$ cat src/rtl/pdm_mic_ctrl.sv
// pdm_mic_ctrl: stereo PDM mic clock generator, wake-up sequencer and
// left/right bit demultiplexer for a shared data line.
module pdm_mic_ctrl #(
   parameter int CLK_DIV     = 8,
   parameter int WAKE_CYCLES = 1024,
   parameter int CNT_W       = 16
) (
   input  logic clk,
   input  logic rst,
   input  logic en,
   input  logic pdm_data,
   output logic pdm_clk,
   output logic left_bit,
   output logic left_valid,
   output logic right_bit,
   output logic right_valid,
   output logic running,
   output logic busy
);
   localparam int HALF = CLK_DIV / 2;
   localparam int DW   = $clog2(CLK_DIV);
   typedef enum logic [1:0] {IDLE, WAKE, RUN, STOP} state_t;
   state_t           state_q;
   logic [DW-1:0]    div_q;
   logic [CNT_W-1:0] wake_q;
   logic             pdm_clk_q, left_bit_q, left_valid_q, right_bit_q, right_valid_q, running_q, busy_q;
   logic             wrap, last_hi;
   logic [DW-1:0]    div_d;
   assign wrap    = div_q == DW'(CLK_DIV - 1);
   assign last_hi = div_q == DW'(HALF - 1);
   assign div_d   = wrap ? '0 : div_q + 1'b1;
   always_ff @(posedge clk) begin
      if (rst) begin
         state_q       <= IDLE;
         div_q         <= '0;
         wake_q        <= '0;
         pdm_clk_q     <= 1'b0;
         left_bit_q    <= 1'b0;
         left_valid_q  <= 1'b0;
         right_bit_q   <= 1'b0;
         right_valid_q <= 1'b0;
         running_q     <= 1'b0;
         busy_q        <= 1'b0;
      end else begin
         left_valid_q  <= 1'b0;
         right_valid_q <= 1'b0;
         if (state_q != IDLE) begin
            div_q     <= div_d;
            pdm_clk_q <= div_d < DW'(HALF);
         end
         case (state_q)
            IDLE: if (en) begin
               state_q   <= WAKE;
               div_q     <= '0;
               pdm_clk_q <= 1'b1;
               busy_q    <= 1'b1;
            end
            WAKE: begin
               if (!en) begin
                  state_q <= STOP;
                  wake_q  <= '0;
               end else if (wrap) begin
                  if (wake_q == CNT_W'(WAKE_CYCLES - 1)) begin
                     state_q   <= RUN;
                     wake_q    <= '0;
                     running_q <= 1'b1;
                  end else begin
                     wake_q <= wake_q + 1'b1;
                  end
               end
            end
            RUN: begin
               // a capture on the edge that leaves RUN is dropped
               if (!en) begin
                  state_q   <= STOP;
                  running_q <= 1'b0;
               end else begin
                  if (last_hi) begin
                     left_bit_q   <= pdm_data;
                     left_valid_q <= 1'b1;
                  end
                  if (wrap) begin
                     right_bit_q   <= pdm_data;
                     right_valid_q <= 1'b1;
                  end
               end
            end
            STOP: if (wrap) begin
               state_q   <= IDLE;
               pdm_clk_q <= 1'b0;
               busy_q    <= 1'b0;
            end
         endcase
      end
   end
   assign pdm_clk     = pdm_clk_q;
   assign left_bit    = left_bit_q;
   assign left_valid  = left_valid_q;
   assign right_bit   = right_bit_q;
   assign right_valid = right_valid_q;
   assign running     = running_q;
   assign busy        = busy_q;
endmodule

$ cat config.mk
export PLATFORM = sky130hd
export DESIGN_NAME = pdm_mic_ctrl
export DESIGN_NICKNAME = d
export VERILOG_FILES = /design/src/rtl/pdm_mic_ctrl.sv
export SDC_FILE = /design/constraint.sdc
export NUM_CORES = 1
export LEC_CHECK = 0
export ABC_AREA = 0
export CORE_ASPECT_RATIO = 1.25
export CORE_MARGIN = 2
export CORE_UTILIZATION = 50
export CTS_BUF_LIST = sky130_fd_sc_hd__clkbuf_16
export DETAILED_ROUTE_END_ITERATION = 10
export GPL_ROUTABILITY_DRIVEN = 0
export PLACE_DENSITY = 0.7
export SYNTH_ARGS = -nofsm -noshare
export SYNTH_HDL_FRONTEND = slang
export SYNTH_SLANG_ARGS = --single-unit
$ cat constraint.sdc
create_clock -name clk -period 2.3 [get_ports clk]
set_input_delay 0.575 -clock clk [delete_from_list [all_inputs] [get_ports clk]]
set_output_delay 0.575 -clock clk [all_outputs]
set_load 0.005 [all_outputs]
# --- Yosys cells after proc, flatten, opt, wreduce, memory -nomap -nowiden ---
# Index checks and enable logic that the tools add are counted.
totals:
  output_inout_bits: 7
  register_bits: 28
op_classes:
  magnitude_cmp: 1
  eq_ne: 15
  n_reduce_logical: 11
  add_sub_neg: 2
  muxes: 28
  bitwise_logic: 2
ops:
  columns: ["op", "count"]
  rows:
  - ["$mux 16", 3]
  - ["$add 16x1->16 const B", 1]
  - ["$eq 16x10->1 const B", 1]
  - ["$mux 2", 6]
  - ["$mux 3", 4]
  - ["$ne 2x2->1 const B", 6]
  - ["$mux 1", 11]
  - ["$reduce_and 5->1", 2]
  - ["$reduce_and 3->1", 3]
  - ["$pmux 2 s4", 1]
  - ["$ne 3x3->1 const B", 2]
  - ["$pmux 1 s2", 3]
  - ["$reduce_bool 2->1", 3]
  - ["$eq 2x2->1 const B", 2]
  - ["$add 3x1->3 const B", 1]
  - ["$eq 3x2->1 const B", 1]
  - ["$eq 3x3->1 const B", 1]
  - ["$lt 3x3->1 const B", 1]
  - ["$reduce_or 3->1", 1]
  - ["$eq 2x1->1 const B", 1]
  - ["$logic_not 2->1", 1]
  - ["$ne 2x1->1 const B", 1]
  - ["$not 1->1", 2]
  - ["$reduce_and 2->1", 1]

# --- Longest topological paths before layout ---
depth:
  word_depth: 6
  mapped_depth: 7

# --- Worst setup path before layout ---
# Ideal clock, no wire load.
synth_timing:
  path_kind: "register to register"
  start: "register div_q[0]"
  end: "register wake_q[13]"
  n_path_buf: 1
  setup_slack_ps: 317
  required_time_ps: 2230
  arrival_time_ps: 1914
  path_stages_with_launch: 8
  period_less_slack_ps: 1983
  cell_sequence: "dfxtp_1 -> ha_1 -> ha_1 -> nand2b_1 -> clkbuf_1 -> nand3_1 -> or4_1 -> a21oi_1"
synth_via:
  elab_chain_cells: 3
synth_rtl:
  columns: ["element", "line", "rtl"]
  rows:
  - ["start, declared", "24", "logic [DW-1:0] div_q;"]
  - ["start signal, assigned", "48", "div_q <= div_d;"]
  - ["$eq 3x3->1", "29", "assign wrap = div_q == DW'(CLK_DIV - 1);"]
  - ["net wrap", "27", "logic wrap, last_hi;"]
  - ["$ne 2x1->1 (no source line)", null, null]
  - ["$reduce_and 2->1 (no source line)", null, null]
  - ["end signal, assigned", "68", "wake_q <= wake_q + 1'b1;"]
  - ["end, declared", "25", "logic [CNT_W-1:0] wake_q;"]
# The timed path passes the listed nets, and every way through them passes these cells.
# A chain may end at the register's enable or synchronous reset.

# --- Worst setup path in the final report ---
layout_timing:
  start: "register div_q[0]"
  end: "register wake_q[10]"
# Same word-level chain as after synthesis.

==> results_dict.tcl <==
set metrics [dict create \
    syn_to_final_growth_pct 18.0 \
    grt_max_degree 17 \
    ys_seq_area_share_pct 38.7 \
    post-route-drc-count 0 \
    skew_ns 0.00494 \
    cp_max_fo 7 \
    clk_latency_ns 0.26 \
    drive_above_1_share_pct 9.04 \
    htreeDepth 1 \
    dpl-instance-area_mm2 0.00161 \
    grt-ovfl-total 0 \
    synth.avg_cell_area_um2 8.84 \
    first_iter_violations 36 \
    p_int_uw 1060 \
    n_antenna_cell 0 \
    slew_headroom_pct 72.8 \
    stdcell_area_mm2 0.00171 \
    synth_nets 176 \
    drtAntennaViolNets 0 \
    switchingPower_uw 436 \
    cp.arrival_ns 2.26 \
    post_cts_buffers 0 \
    p_seq_share_pct 37.8 \
    synth-simple-area-share_pct 28.1 \
    worst_slack_ns 0.238 \
    min_from "wake_q[15]" \
    synth_seq_cells 28 \
    cts_resized 0 \
    tns_ns 0 \
    grt_first_pass_wirelength_mm 5.13 \
    max_cap_viol_count 0 \
    numCtsBuffers 3 \
    slew_violations 0 \
    synth_xor_xnor_area_share_pct 4.23 \
    dp_hpwl_mm 2.34 \
    cts_sinks 28 \
    dr.pass1.iters 4 \
    path_clk_slew_ns 0.07 \
    end_kind "flip-flop" \
    setup.worst_path.class "flip-flop to flip-flop" \
    max_freq_mhz 485 \
    synthMuxAreaShare_pct 2.76 \
    drt_wl_total_mm 3.05 \
    crit_required_ns 2.49 \
    first_global_vias 1186 \
    worst_slew_pin_slew_ns 0.409 \
    comb_power_share_pct 28.1 \
    routedWlPerCell_um 14.5 \
    r2r-start "div_q[0]" \
    finalSetupViolCount 0 \
    ctsHoldBuffers 0 \
    min_period_ns 2.06 \
    num-nets-final 190 \
    fp.dieW_um 52.2 \
    cp-start-kind "flip-flop" \
    die_area_mm2 0.00335 \
    clockBufferDepth 2 \
    p_leak_uw 0.000643 \
    synth_top_family_by_area "simple AND/OR/NAND/NOR gates" \
    status "complete, no violations" \
    start_util_pct 53.1 \
    ys_dominant_reg_cell "dfxtp_1" \
    yosys.area_share.adder_pct 6.90 \
    ys_types 42 \
    period_share_pct 89.7 \
    num_rows 21 \
    clock_power_share_pct 34.1 \
    hold_class "flip-flop to flip-flop" \
    ys.warnings.count 0 \
    pre_cts_slack_ns 0.0735 \
    rr_worst_depth 6 \
    synth_area_mm2 0.00145 \
    hold_slack_ns 0.494 \
    root_buffer "clkbuf_16" \
    worstSetupStartpoint "div_q[0]" \
    peakVddDrop_mv 0.651 \
    synth_enable_flop_cells 0 \
    cts_tree "done" \
    antenna_found_initial 0 \
    hold_viol_final 0 \
    synth-compound-area-share_pct 16.1 \
    port_buffers 10 \
    core_region_area_mm2 0.00273 \
    pwr_density_cell_mw_per_mm2 875 \
    swShare_pct 29.1 \
    vias_per_cell 5.83 \
    io_pins 11 \
    synth_cells 164 \
    dieHeight_um 64.2 \
    synthArstFlopShare_pct 0 \
    hold_path_depth 2 \
    dr_total_vias 1230 \
    rsz0062_at_grt "no" \
    grtUsageTotal_pct 19.9 \
]
## layout by cell type (no fill, tap or decap), types with 2 or more instances in the layout
master and count:
buf_4 5, clkdlybuf4s50_1 10, mux2i_1 4, inv_1 6
ha_1 8, nand4_1 5, nor2b_1 2, o21ai_0 3
or4_1 5, a22oi_1 3, o31ai_1 4, nand3_1 7
and4_1 2, nand2b_1 3, nor2_1 21, o211ai_1 2
clkbuf_16 3, nor3b_1 2, nand4bb_1 2, nand2_1 8
xor2_1 7, and2_1 2, a21oi_1 11, and3_1 3
nor3_1 3, dfxtp_1 28, o41ai_1 2
## critical path: stages (launching register included)
cell	delay (ns)
dfxtp_1	0.36
ha_1	0.18
ha_1	0.30
nand2b_1	0.25
nand4bb_1	0.28
or3_2	0.48
a21oi_1	0.15
## cell usage after synthesis (4+ instances only)
cell type / count / area (um^2)
xor2_1: 7 / 61.3
or4_1: 5 / 37.5
nor2_1: 21 / 78.8
inv_1: 6 / 22.5
a21oi_1: 11 / 55.1
nand2_1: 8 / 30.0
mux2i_1: 4 / 40.0
ha_1: 8 / 100
nand3_1: 7 / 35.0
nand4_1: 5 / 31.3
clkbuf_1: 4 / 15.0
o31ai_1: 4 / 30.0
dfxtp_1: 28 / 561
## state kept, by name (all words and copies together), names as in the netlist
register / flops
right_bit: 1
state_q: 2
busy: 1
running: 1
right_valid: 1
left_valid: 1
wake_q: 16
pdm_clk: 1
left_bit: 1
div_q: 3
## power by group through the flow
stage	registers [uW]	clock network, uW	logic [uW]
floorplan	569	0	307
CTS	565	516	423
detailed placement	577	0	421
global route	568	545	468
global placement	575	0	405
finish	566	511	421
## final cells by class
class	count	area, um^2
fillers	240	1020
repair buffers	15	138
multi-input cells	124	843
flip-flops and latches	28	561
well taps	34	42.5
inverters	6	22.5
clock buffers	3	75.1
clock inverters	1	30.0
## per-stage QoR
stage,std cells,power (uW),utilization [%]
6_report,211,1500,62.6
5_1_grt,211,1580,62.6
4_1_cts,211,1510,62.6
3_5_place_dp,207,997,58.8
3_3_place_gp,207,980,58.8
2_1_floorplan,164,876,-
## cells by family after synthesis
logic type | Yosys count
and+or+nand+nor | 72
AOI/OAI and AO/OA | 33
DFF | 28
buffers and inverters | 12
adders and majority gates | 8
xor gates and xnor gates | 7
muxes | 4
## final timing paths
kind           endpoint  slack (ns)
max          wake_q[10]        0.24
min          wake_q[15]        0.49
max reg2reg  wake_q[10]        0.24
min reg2reg  wake_q[15]        0.49
## per-layer routing
layer	vias up	GRT usage, %	part of all wire [%]
met5	-	0	0
met1	583	21.9	43
li1	625	-	-
met3	4	2.80	2.4
met2	18	38.4	54
met4	0	4.81	0.75
(Power assumes the default switching activity.)
